$ cat config.mk
export PLATFORM = sky130hd
export DESIGN_NAME = shreg_univ
export DESIGN_NICKNAME = d
export VERILOG_FILES = /design/src/rtl/shreg_pkg.sv /design/src/rtl/shreg_step.sv /design/src/rtl/shreg_univ.sv
export SDC_FILE = /design/constraint.sdc
export NUM_CORES = 1
export LEC_CHECK = 0
export BUFFER_PORTS_ARGS = -buffer_cell sky130_fd_sc_hd__buf_4
export CORE_ASPECT_RATIO = 1.2
export CORE_MARGIN = 8
export CORE_UTILIZATION = 51
export CTS_BUF_LIST = sky130_fd_sc_hd__clkbuf_8
export DETAILED_ROUTE_END_ITERATION = 10
export PLACE_DENSITY = 0.82
export RECOVER_POWER = 100
export SYNTH_ARGS = -nofsm -noshare
export SYNTH_HDL_FRONTEND = slang
export SYNTH_SLANG_ARGS = --single-unit
$ cat constraint.sdc
create_clock -name CLK -period 2 [get_ports CLK]
set_input_delay 0.6 -clock CLK [delete_from_list [all_inputs] [get_ports CLK]]
set_output_delay 0.6 -clock CLK [all_outputs]
set_load 0.01 [all_outputs]
$ cat src/rtl/shreg_pkg.sv
// Shared definitions for the universal shift register.
// Contents:
//   MODE_* : 3-bit operation codes carried on MODE.
//   state_t: command FSM encoding (IDLE, BUSY, DONE).
//   is_shift(): true for the modes that may be repeated by a START command.
package shreg_pkg;

    localparam logic [2:0] MODE_HOLD = 3'b000;
    localparam logic [2:0] MODE_LOAD = 3'b001;
    localparam logic [2:0] MODE_SHL  = 3'b010;
    localparam logic [2:0] MODE_SHR  = 3'b011;
    localparam logic [2:0] MODE_ROL  = 3'b100;
    localparam logic [2:0] MODE_ROR  = 3'b101;
    localparam logic [2:0] MODE_ASR  = 3'b110;
    localparam logic [2:0] MODE_CLR  = 3'b111;

    typedef enum logic [1:0] {
        ST_IDLE = 2'b00,
        ST_BUSY = 2'b01,
        ST_DONE = 2'b10
    } state_t;

    // Shift-class codes are the contiguous range SHL..ASR.
    function automatic logic is_shift(input logic [2:0] m);
        return (m >= MODE_SHL) && (m <= MODE_ASR);
    endfunction

endpackage

$ cat src/rtl/shreg_step.sv
// One step of the universal shift register, purely combinational.
// Ports:
//   q      in  WIDTH  current register value
//   mode   in  3      operation code (MODE_*)
//   sil    in  1      serial bit entering at the MSB on SHR
//   sir    in  1      serial bit entering at the LSB on SHL
//   q_next out WIDTH  value after applying mode once
module shreg_step
    import shreg_pkg::*;
#(
    parameter int WIDTH = 8
) (
    input  logic [WIDTH-1:0] q,
    input  logic [2:0]       mode,
    input  logic             sil,
    input  logic             sir,
    output logic [WIDTH-1:0] q_next
);

    always_comb begin
        q_next = q;
        case (mode)
            MODE_HOLD: q_next = q;
            MODE_LOAD: q_next = q;  // parallel data is muxed in by the top
            MODE_SHL:  q_next = {q[WIDTH-2:0], sir};
            MODE_SHR:  q_next = {sil, q[WIDTH-1:1]};
            MODE_ROL:  q_next = {q[WIDTH-2:0], q[WIDTH-1]};
            MODE_ROR:  q_next = {q[0], q[WIDTH-1:1]};
            MODE_ASR:  q_next = {q[WIDTH-1], q[WIDTH-1:1]};
            MODE_CLR:  q_next = '0;
            default:   q_next = q;
        endcase
    end

endmodule

$ cat src/rtl/shreg_univ.sv
// Universal shift register with a repeat-by-AMT command FSM.
// Ports:
//   CLK, RST         clock and synchronous active-high reset
//   EN               clock enable for every operation and FSM advance
//   MODE, D          operation code and parallel load data
//   SIL, SIR         serial inputs (MSB side on SHR, LSB side on SHL)
//   START, AMT       launch a multi-step shift/rotate of AMT steps
//   Q                register contents
//   SOUT_L, SOUT_R   Q[WIDTH-1] and Q[0]
//   BUSY, DONE       command status, decoded from the FSM state
module shreg_univ
    import shreg_pkg::*;
#(
    parameter  int WIDTH = 8,
    localparam int AW    = $clog2(WIDTH + 1)
) (
    input  logic             CLK,
    input  logic             RST,
    input  logic             EN,
    input  logic [2:0]       MODE,
    input  logic [WIDTH-1:0] D,
    input  logic             SIL,
    input  logic             SIR,
    input  logic             START,
    input  logic [AW-1:0]    AMT,
    output logic [WIDTH-1:0] Q,
    output logic             SOUT_L,
    output logic             SOUT_R,
    output logic             BUSY,
    output logic             DONE
);

    logic [WIDTH-1:0] q_reg;
    logic [AW-1:0]    cnt_reg;
    logic [2:0]       cmd_mode_reg;
    state_t           state_reg;

    logic [2:0]       step_mode;
    logic [WIDTH-1:0] step_q;
    logic [WIDTH-1:0] single_q;

    // While a command runs the latched mode drives the step function,
    // so MODE changes on the bus cannot disturb it.
    assign step_mode = (state_reg == ST_BUSY) ? cmd_mode_reg : MODE;

    shreg_step #(.WIDTH(WIDTH)) u_step (
        .q      (q_reg),
        .mode   (step_mode),
        .sil    (SIL),
        .sir    (SIR),
        .q_next (step_q)
    );

    assign single_q = (MODE == MODE_LOAD) ? D : step_q;

    always_ff @(posedge CLK) begin
        if (RST) begin
            q_reg        <= '0;
            cnt_reg      <= '0;
            cmd_mode_reg <= MODE_HOLD;
            state_reg    <= ST_IDLE;
        end else begin
            case (state_reg)
                ST_IDLE: begin
                    if (EN) begin
                        if (START && is_shift(MODE)) begin
                            cmd_mode_reg <= MODE;
                            if (AMT == '0) begin
                                state_reg <= ST_DONE;
                            end else begin
                                // First step happens on the START edge itself.
                                q_reg <= step_q;
                                if (AMT == AW'(1)) begin
                                    state_reg <= ST_DONE;
                                end else begin
                                    cnt_reg   <= AMT - AW'(1);
                                    state_reg <= ST_BUSY;
                                end
                            end
                        end else begin
                            q_reg <= single_q;
                        end
                    end
                end
                ST_BUSY: begin
                    if (EN) begin
                        q_reg   <= step_q;
                        cnt_reg <= cnt_reg - AW'(1);
                        if (cnt_reg == AW'(1)) begin
                            state_reg <= ST_DONE;
                        end
                    end
                end
                ST_DONE: begin
                    state_reg <= ST_IDLE;
                end
                default: begin
                    state_reg <= ST_IDLE;
                end
            endcase
        end
    end

    assign Q      = q_reg;
    assign SOUT_L = q_reg[WIDTH-1];
    assign SOUT_R = q_reg[0];
    assign BUSY   = (state_reg == ST_BUSY);
    assign DONE   = (state_reg == ST_DONE);

endmodule

---- After elaboration in Yosys (flattened, before gate mapping) ----
Index checks and enable logic that the tools add are counted.
cells by class
  add/subtract/negate cells ............... 2
  $mul .................................... 0
  div/mod/pow operators ................... 0
  order comparisons ....................... 2
  equal/unequal tests ..................... 19
  shifts and indexed selects .............. 0
  multiplexer cells ....................... 21
  bitwise gates (word level) .............. 0
  reductions and logical operators ........ 11
operator list
  kind                                                                                  number
  8-bit one-hot mux with 7 select lines                                                 1
  8-bit two-way mux                                                                     5
  4-bit two-way mux                                                                     5
  8-bit one-hot mux with 2 select lines                                                 1
  3-bit equality test (second input constant)                                           4
  2-bit two-way mux                                                                     6
  2-bit inequality test (second input constant)                                         5
  4-bit by 1-bit equality test with 1-bit output (second input constant)                2
  4-bit one-hot mux with 2 select lines                                                 1
  4-bit AND reduction                                                                   2
  4-bit by 1-bit subtractor with 4-bit output (second input constant)                   2
  3-bit by 1-bit equality test with 1-bit output (second input constant)                2
  3-bit by 2-bit equality test with 1-bit output (second input constant)                2
  6-bit AND reduction                                                                   1
  4-bit logical NOT                                                                     1
  2-bit one-hot mux with 2 select lines                                                 1
  3-bit by 2-bit greater-or-equal comparator with 1-bit output (second input constant)  1
  3-bit less-or-equal comparator (second input constant)                                1
  3-bit logical NOT                                                                     1
  3-bit two-way mux                                                                     1
  3-bit inequality test (second input constant)                                         1
  3-bit AND reduction                                                                   1
  2-bit by 1-bit equality test with 1-bit output (second input constant)                1
  2-bit equality test (second input constant)                                           1
  other kinds (5)                                                                       6
storage, ports and cells
  register bits ........................... 17
  bits in latches ......................... 0
  bits in writable memories ............... 0
  bits in read-only memories .............. 0
  input bits .............................. 21
  output and inout port bits .............. 12
  memories kept ........................... 0

---- Logic depth before layout (Yosys ltp) ----
  word-level depth ........................ 9
  depth in mapped cells ................... 8
  gate-level depth less buffers ........... 7

---- Hierarchy ----
From an unflattened synthesis, not the netlist that was laid out.
second synthesis, totals
  cell total of the unflattened synthesis .. 159
  area total of the unflattened synthesis .. 1,357.6 sq um
modules (own cells, without submodules)
  module      times used  cells each  area an instance (sq um)
  shreg_univ  1           120         1,091.0
  shreg_step  1           39          266.5

---- Worst setup path after synthesis ----
OpenSTA, ideal clock, no wires.
  path kind ............................... input port to flip-flop
  from .................................... in AMT[0]
  to ...................................... reg q_reg[7], in the netlist Q[7]
  setup time .............................. 0.136 ns
  data arrival time ....................... 1.838 ns
  required time ........................... 1.864 ns
  path slack .............................. 0.026 ns
  cell stages on the path ................. 8
  buffers on the path ..................... 1
  path through ............................ inv_1 > ha_1 > nor4b_2 > and4_4 > or2_1 > buf_6 > o31ai_2 > a221oi_2
on the way
  cells in the longest elaborated chain, start to end .. 3
RTL lines
  item                                    line              RTL
  start, declared                         shreg_univ.sv:25  input logic [AW-1:0] AMT,
  4-bit logical NOT                       shreg_univ.sv:68  if (AMT == '0) begin
  3-bit inequality test (no source line)  --
  4-bit AND reduction (no source line)    --
  end signal, assigned                    shreg_univ.sv:72  q_reg <= step_q;
  end signal, assigned                    shreg_univ.sv:81  q_reg <= single_q;
  end signal, assigned                    shreg_univ.sv:87  q_reg <= step_q;
  end, declared                           shreg_univ.sv:33  logic [WIDTH-1:0] q_reg;
Every way passes these cells.
A chain may end at the register's enable or synchronous reset.

---- Worst setup path in the final report ----
  from .................................... reg state_reg[0]
  to ...................................... out BUSY
on the way
  cells in the longest elaborated chain, start to end .. 1
RTL lines
  item                                            line               RTL
  start, declared                                 shreg_univ.sv:36   state_t state_reg;
  start signal, assigned                          shreg_univ.sv:61   state_reg <= ST_IDLE;
  start signal, assigned                          shreg_univ.sv:69   state_reg <= ST_DONE;
  start signal, assigned                          shreg_univ.sv:74   state_reg <= ST_DONE;
  2-bit by 1-bit equality test with 1-bit output  shreg_univ.sv:107  assign BUSY = (state_reg == ST_BUSY);
  end, declared                                   shreg_univ.sv:29   output logic BUSY,
Every way passes these cells.

==> metrics.json <==
{
  "post-synth-top-area-cell": {"value": "sky130_fd_sc_hd__dfxtp_1"},
  "syn-cell-area": {"value": 1630, "unit": "um^2"},
  "number_of_enable_flip_flop_cells_after_synthesis": {"value": 0},
  "drt_iter0_drcs": {"value": 163},
  "max_stage_delay": {"value": 0.48, "unit": "ns"},
  "number_of_buffers_inserted_for_hold_repair_after_clock_tree_synthesis": {"value": 0},
  "maxSlewHeadroom": {"value": 58.2, "unit": "%"},
  "netlist.area_leader.share": {"value": 20.9, "unit": "%"},
  "rsz0062_at_grt": {"value": "yes"},
  "clockBufferDepth": {"value": 2},
  "cts.sinks": {"value": 17},
  "layout.nets": {"value": 272},
  "drc": {"value": 0},
  "pre_cts_slack": {"value": -0.126, "unit": "ns"},
  "boundaryPins": {"value": 33},
  "grt_pass1_vias": {"value": 1692},
  "cts_resized": {"value": 0},
  "finalClockSkew": {"value": 0.00530, "unit": "ns"},
  "std_cell_rows": {"value": 22},
  "postLayoutSetupSlackWorst": {"value": 0.0498, "unit": "ns"},
  "buffer_ports.inserted": {"value": 32},
  "core_area": {"value": 3060, "unit": "um^2"},
  "die_area": {"value": 5270, "unit": "um^2"},
  "layout_cell_share_with_drive_strength_beyond_1": {"value": 20.7, "unit": "%"},
  "synth_area_per_cell": {"value": 7.70, "unit": "um^2"},
  "num_antenna_cells": {"value": 0},
  "worstPathArrival": {"value": 1.35, "unit": "ns"},
  "synth_ff_type": {"value": "sky130_fd_sc_hd__dfxtp_1"},
  "ctsRootBufferMaster": {"value": "sky130_fd_sc_hd__clkbuf_8"},
  "final_hold_viol_count": {"value": 0},
  "antenna_found_initial": {"value": 0},
  "finalWorstPathRequiredPeriod": {"value": 1.95, "unit": "ns"},
  "max_slew_violation_count": {"value": 0},
  "dieHeight": {"value": 78.0, "unit": "um"},
  "crit_path_max_fanout": {"value": 11},
  "ant_nets": {"value": 0},
  "overflow": {"value": 0},
  "setup.worst_path.start_class": {"value": "register"},
  "cp_num_buf_inv": {"value": 2},
  "wire_length_of_the_first_global_routing_pass": {"value": 7960, "unit": "um"},
  "drt-wirelength-per-cell": {"value": 17.0, "unit": "um"},
  "grt_start_max_net_pins": {"value": 16},
  "synth_cells": {"value": 212},
  "die_w": {"value": 67.6, "unit": "um"},
  "initial_core_util": {"value": 53.4, "unit": "%"},
  "final_min_period_over_clock_period": {"value": 97.5, "unit": "%"},
  "async_flop_share": {"value": 0, "unit": "%"},
  "timing.setup.critical_path_class": {"value": "register to output port"},
  "clk_transition_reported_paths": {"value": 0.08, "unit": "ns"},
  "place.gp.congestion": {"value": 0.880},
  "cts-buffers-inserted": {"value": 3},
  "tightestPinTransition": {"value": 0.623, "unit": "ns"},
  "drt_pre_antenna_iters": {"value": 5},
  "worstHoldPathType": {"value": "register to register"},
  "area_growth": {"value": 17.9, "unit": "%"},
  "fmax": {"value": 513, "unit": "MHz"},
  "ys_seq_elements": {"value": 17},
  "setup_violations": {"value": 0},
  "largest_register_ffs": {"value": 8},
  "run_status": {"value": "complete, no violations"},
  "fin_setup_tns": {"value": 0, "unit": "ns"},
  "finalWirelength": {"value": 4810, "unit": "um"},
  "ir_worst_vdd": {"value": 0.310, "unit": "mV"},
  "detailedPlacementHpwl": {"value": 3530, "unit": "um"},
  "maxCapViolations": {"value": 0},
  "worstSetupEndpointType": {"value": "output port"},
  "route.detailed.vias_per_inst": {"value": 6.35},
  "p_per_area": {"value": 485, "unit": "nW/um^2"},
  "track_usage": {"value": 18.6, "unit": "%"},
  "cts_tree": {"value": "yes"},
  "final_core_util": {"value": 63.0, "unit": "%"},
  "ys.warnings.count": {"value": 0},
  "worst_path_max_delay_cell": {"value": "sky130_fd_sc_hd__dfxtp_1"},
  "synth_cell_type_count": {"value": 54},
  "power": {"value": 0.933, "unit": "mW"},
  "vias": {"value": 1790},
  "clock_latency": {"value": 0.26, "unit": "ns"},
  "yosysSeqAreaShare": {"value": 20.9, "unit": "%"},
  "hold_slack": {"value": 0.492, "unit": "ns"},
  "cts.htree.levels": {"value": 1},
  "kind_of_cell_adding_the_most_delay_to_the_critical_path": {"value": "flip-flops"},
  "power.leakage": {"value": 0.677, "unit": "nW"},
  "post_synth_main_area_contributors": {"value": "sky130_fd_sc_hd__dfxtp_1 (21%), sky130_fd_sc_hd__o21ai_0 (6.7%), sky130_fd_sc_hd__nand4b_1 (6.4%)"},
  "postSynthNetCount": {"value": 237},
  "path_cells": {"value": "nand2b_1 -> inv_2 -> buf_4"},
  "critical_path_required": {"value": 1.40, "unit": "ns"},
  "post_cts_buffers": {"value": 0}
}
layer usage:
metal	track usage [%]	vias to the layer above	wire [um]
li1	-	863	-
met1	21.4	819	1930
met2	32.2	88	2400
met3	3.45	20	358
met4	7.55	0	120
met5	0	-	0
worst min-delay path, cell delays in order, from the launching register on:
cell and delay [ns]:
sky130_fd_sc_hd__dfxtp_1 0.32, sky130_fd_sc_hd__o21ai_0 0.07, sky130_fd_sc_hd__a21oi_1 0.06
stage by stage:
| stage | cells | instance area [um^2] |
|---|---|---|
| 4_1_cts | 282 | 1980 |
| 5_1_grt | 282 | 1920 |
| 3_3_place_gp | 278 | 1930 |
| 6_report | 282 | 1920 |
| 2_1_floorplan | 212 | 1630 |
| 3_5_place_dp | 278 | 1930 |
path summary, 6_finish.rpt:
path	startpoint	to	slack (ns)	cells past startpoint
min reg2reg	cnt_reg[3]	cnt_reg[3]	0.49	2
min	cnt_reg[3]	cnt_reg[3]	0.49	2
max	state_reg[0]	BUSY	0.05	3
max reg2reg	state_reg[0]	Q[7]	0.13	5
where the power goes:
| group | total (mW) | internal (mW) | switching [mW] |
|---|---|---|---|
| Combinational | 0.276 | 0.124 | 0.151 |
| Sequential | 0.385 | 0.355 | 0.0299 |
| Clock | 0.272 | 0.139 | 0.134 |
synthesized netlist by cell type (2+ instances only):
library cell,count
sky130_fd_sc_hd__a22oi_1,2
sky130_fd_sc_hd__mux2i_1,6
sky130_fd_sc_hd__nor4b_1,2
sky130_fd_sc_hd__nand4b_1,12
sky130_fd_sc_hd__buf_6,2
sky130_fd_sc_hd__nor3_1,2
sky130_fd_sc_hd__a21oi_1,12
sky130_fd_sc_hd__nand3_1,10
sky130_fd_sc_hd__buf_4,5
sky130_fd_sc_hd__or2_2,2
sky130_fd_sc_hd__nand2b_1,6
sky130_fd_sc_hd__xor2_1,2
sky130_fd_sc_hd__o31ai_1,7
sky130_fd_sc_hd__nor2_1,10
sky130_fd_sc_hd__ha_1,4
sky130_fd_sc_hd__o31ai_2,2
sky130_fd_sc_hd__o221a_2,2
sky130_fd_sc_hd__a31oi_1,7
sky130_fd_sc_hd__clkbuf_1,5
sky130_fd_sc_hd__dfxtp_1,17
sky130_fd_sc_hd__o211ai_1,5
sky130_fd_sc_hd__buf_2,5
sky130_fd_sc_hd__inv_1,13
sky130_fd_sc_hd__nor2b_1,4
sky130_fd_sc_hd__xnor2_1,3
sky130_fd_sc_hd__or2_1,2
sky130_fd_sc_hd__o21ai_0,22
sky130_fd_sc_hd__nand3b_1,5
sky130_fd_sc_hd__nand2_1,11
layout by cell type, fill, tap and decap left out, types with 5 or more instances in the layout:
cell / count
sky130_fd_sc_hd__inv_1: 13
sky130_fd_sc_hd__a31oi_1: 7
sky130_fd_sc_hd__buf_4: 35
sky130_fd_sc_hd__nand3b_1: 5
sky130_fd_sc_hd__clkbuf_1: 13
sky130_fd_sc_hd__o211ai_1: 5
sky130_fd_sc_hd__o31ai_1: 7
sky130_fd_sc_hd__nand3_1: 10
sky130_fd_sc_hd__nor2_1: 10
sky130_fd_sc_hd__o21ai_0: 22
sky130_fd_sc_hd__nand2b_1: 6
sky130_fd_sc_hd__dfxtp_1: 17
sky130_fd_sc_hd__a21oi_1: 12
sky130_fd_sc_hd__nand4b_1: 12
sky130_fd_sc_hd__nand2_1: 11
sky130_fd_sc_hd__mux2i_1: 6
kinds of logic after synthesis:
kind of cell | count (synthesis) | synth area share [%]
compound gates | 74 | 31.4
xor+xnor | 5 | 2.68
fa+ha+maj | 4 | 3.07
buf+inv | 33 | 10.1
flops | 17 | 20.9
mux | 6 | 3.68
simple gates | 73 | 28.2
cell type report:
cell class / count / area, um^2
Fill cell: 286 / 1130
Multi-Input combinational cell: 162 / 1120
Sequential cell: 17 / 340
Timing Repair Buffer: 49 / 319
Inverter: 14 / 52.6
Tap cell: 36 / 45.0
Clock buffer: 3 / 41.3
Clock inverter: 1 / 5.00
(Power assumes the default switching activity.)
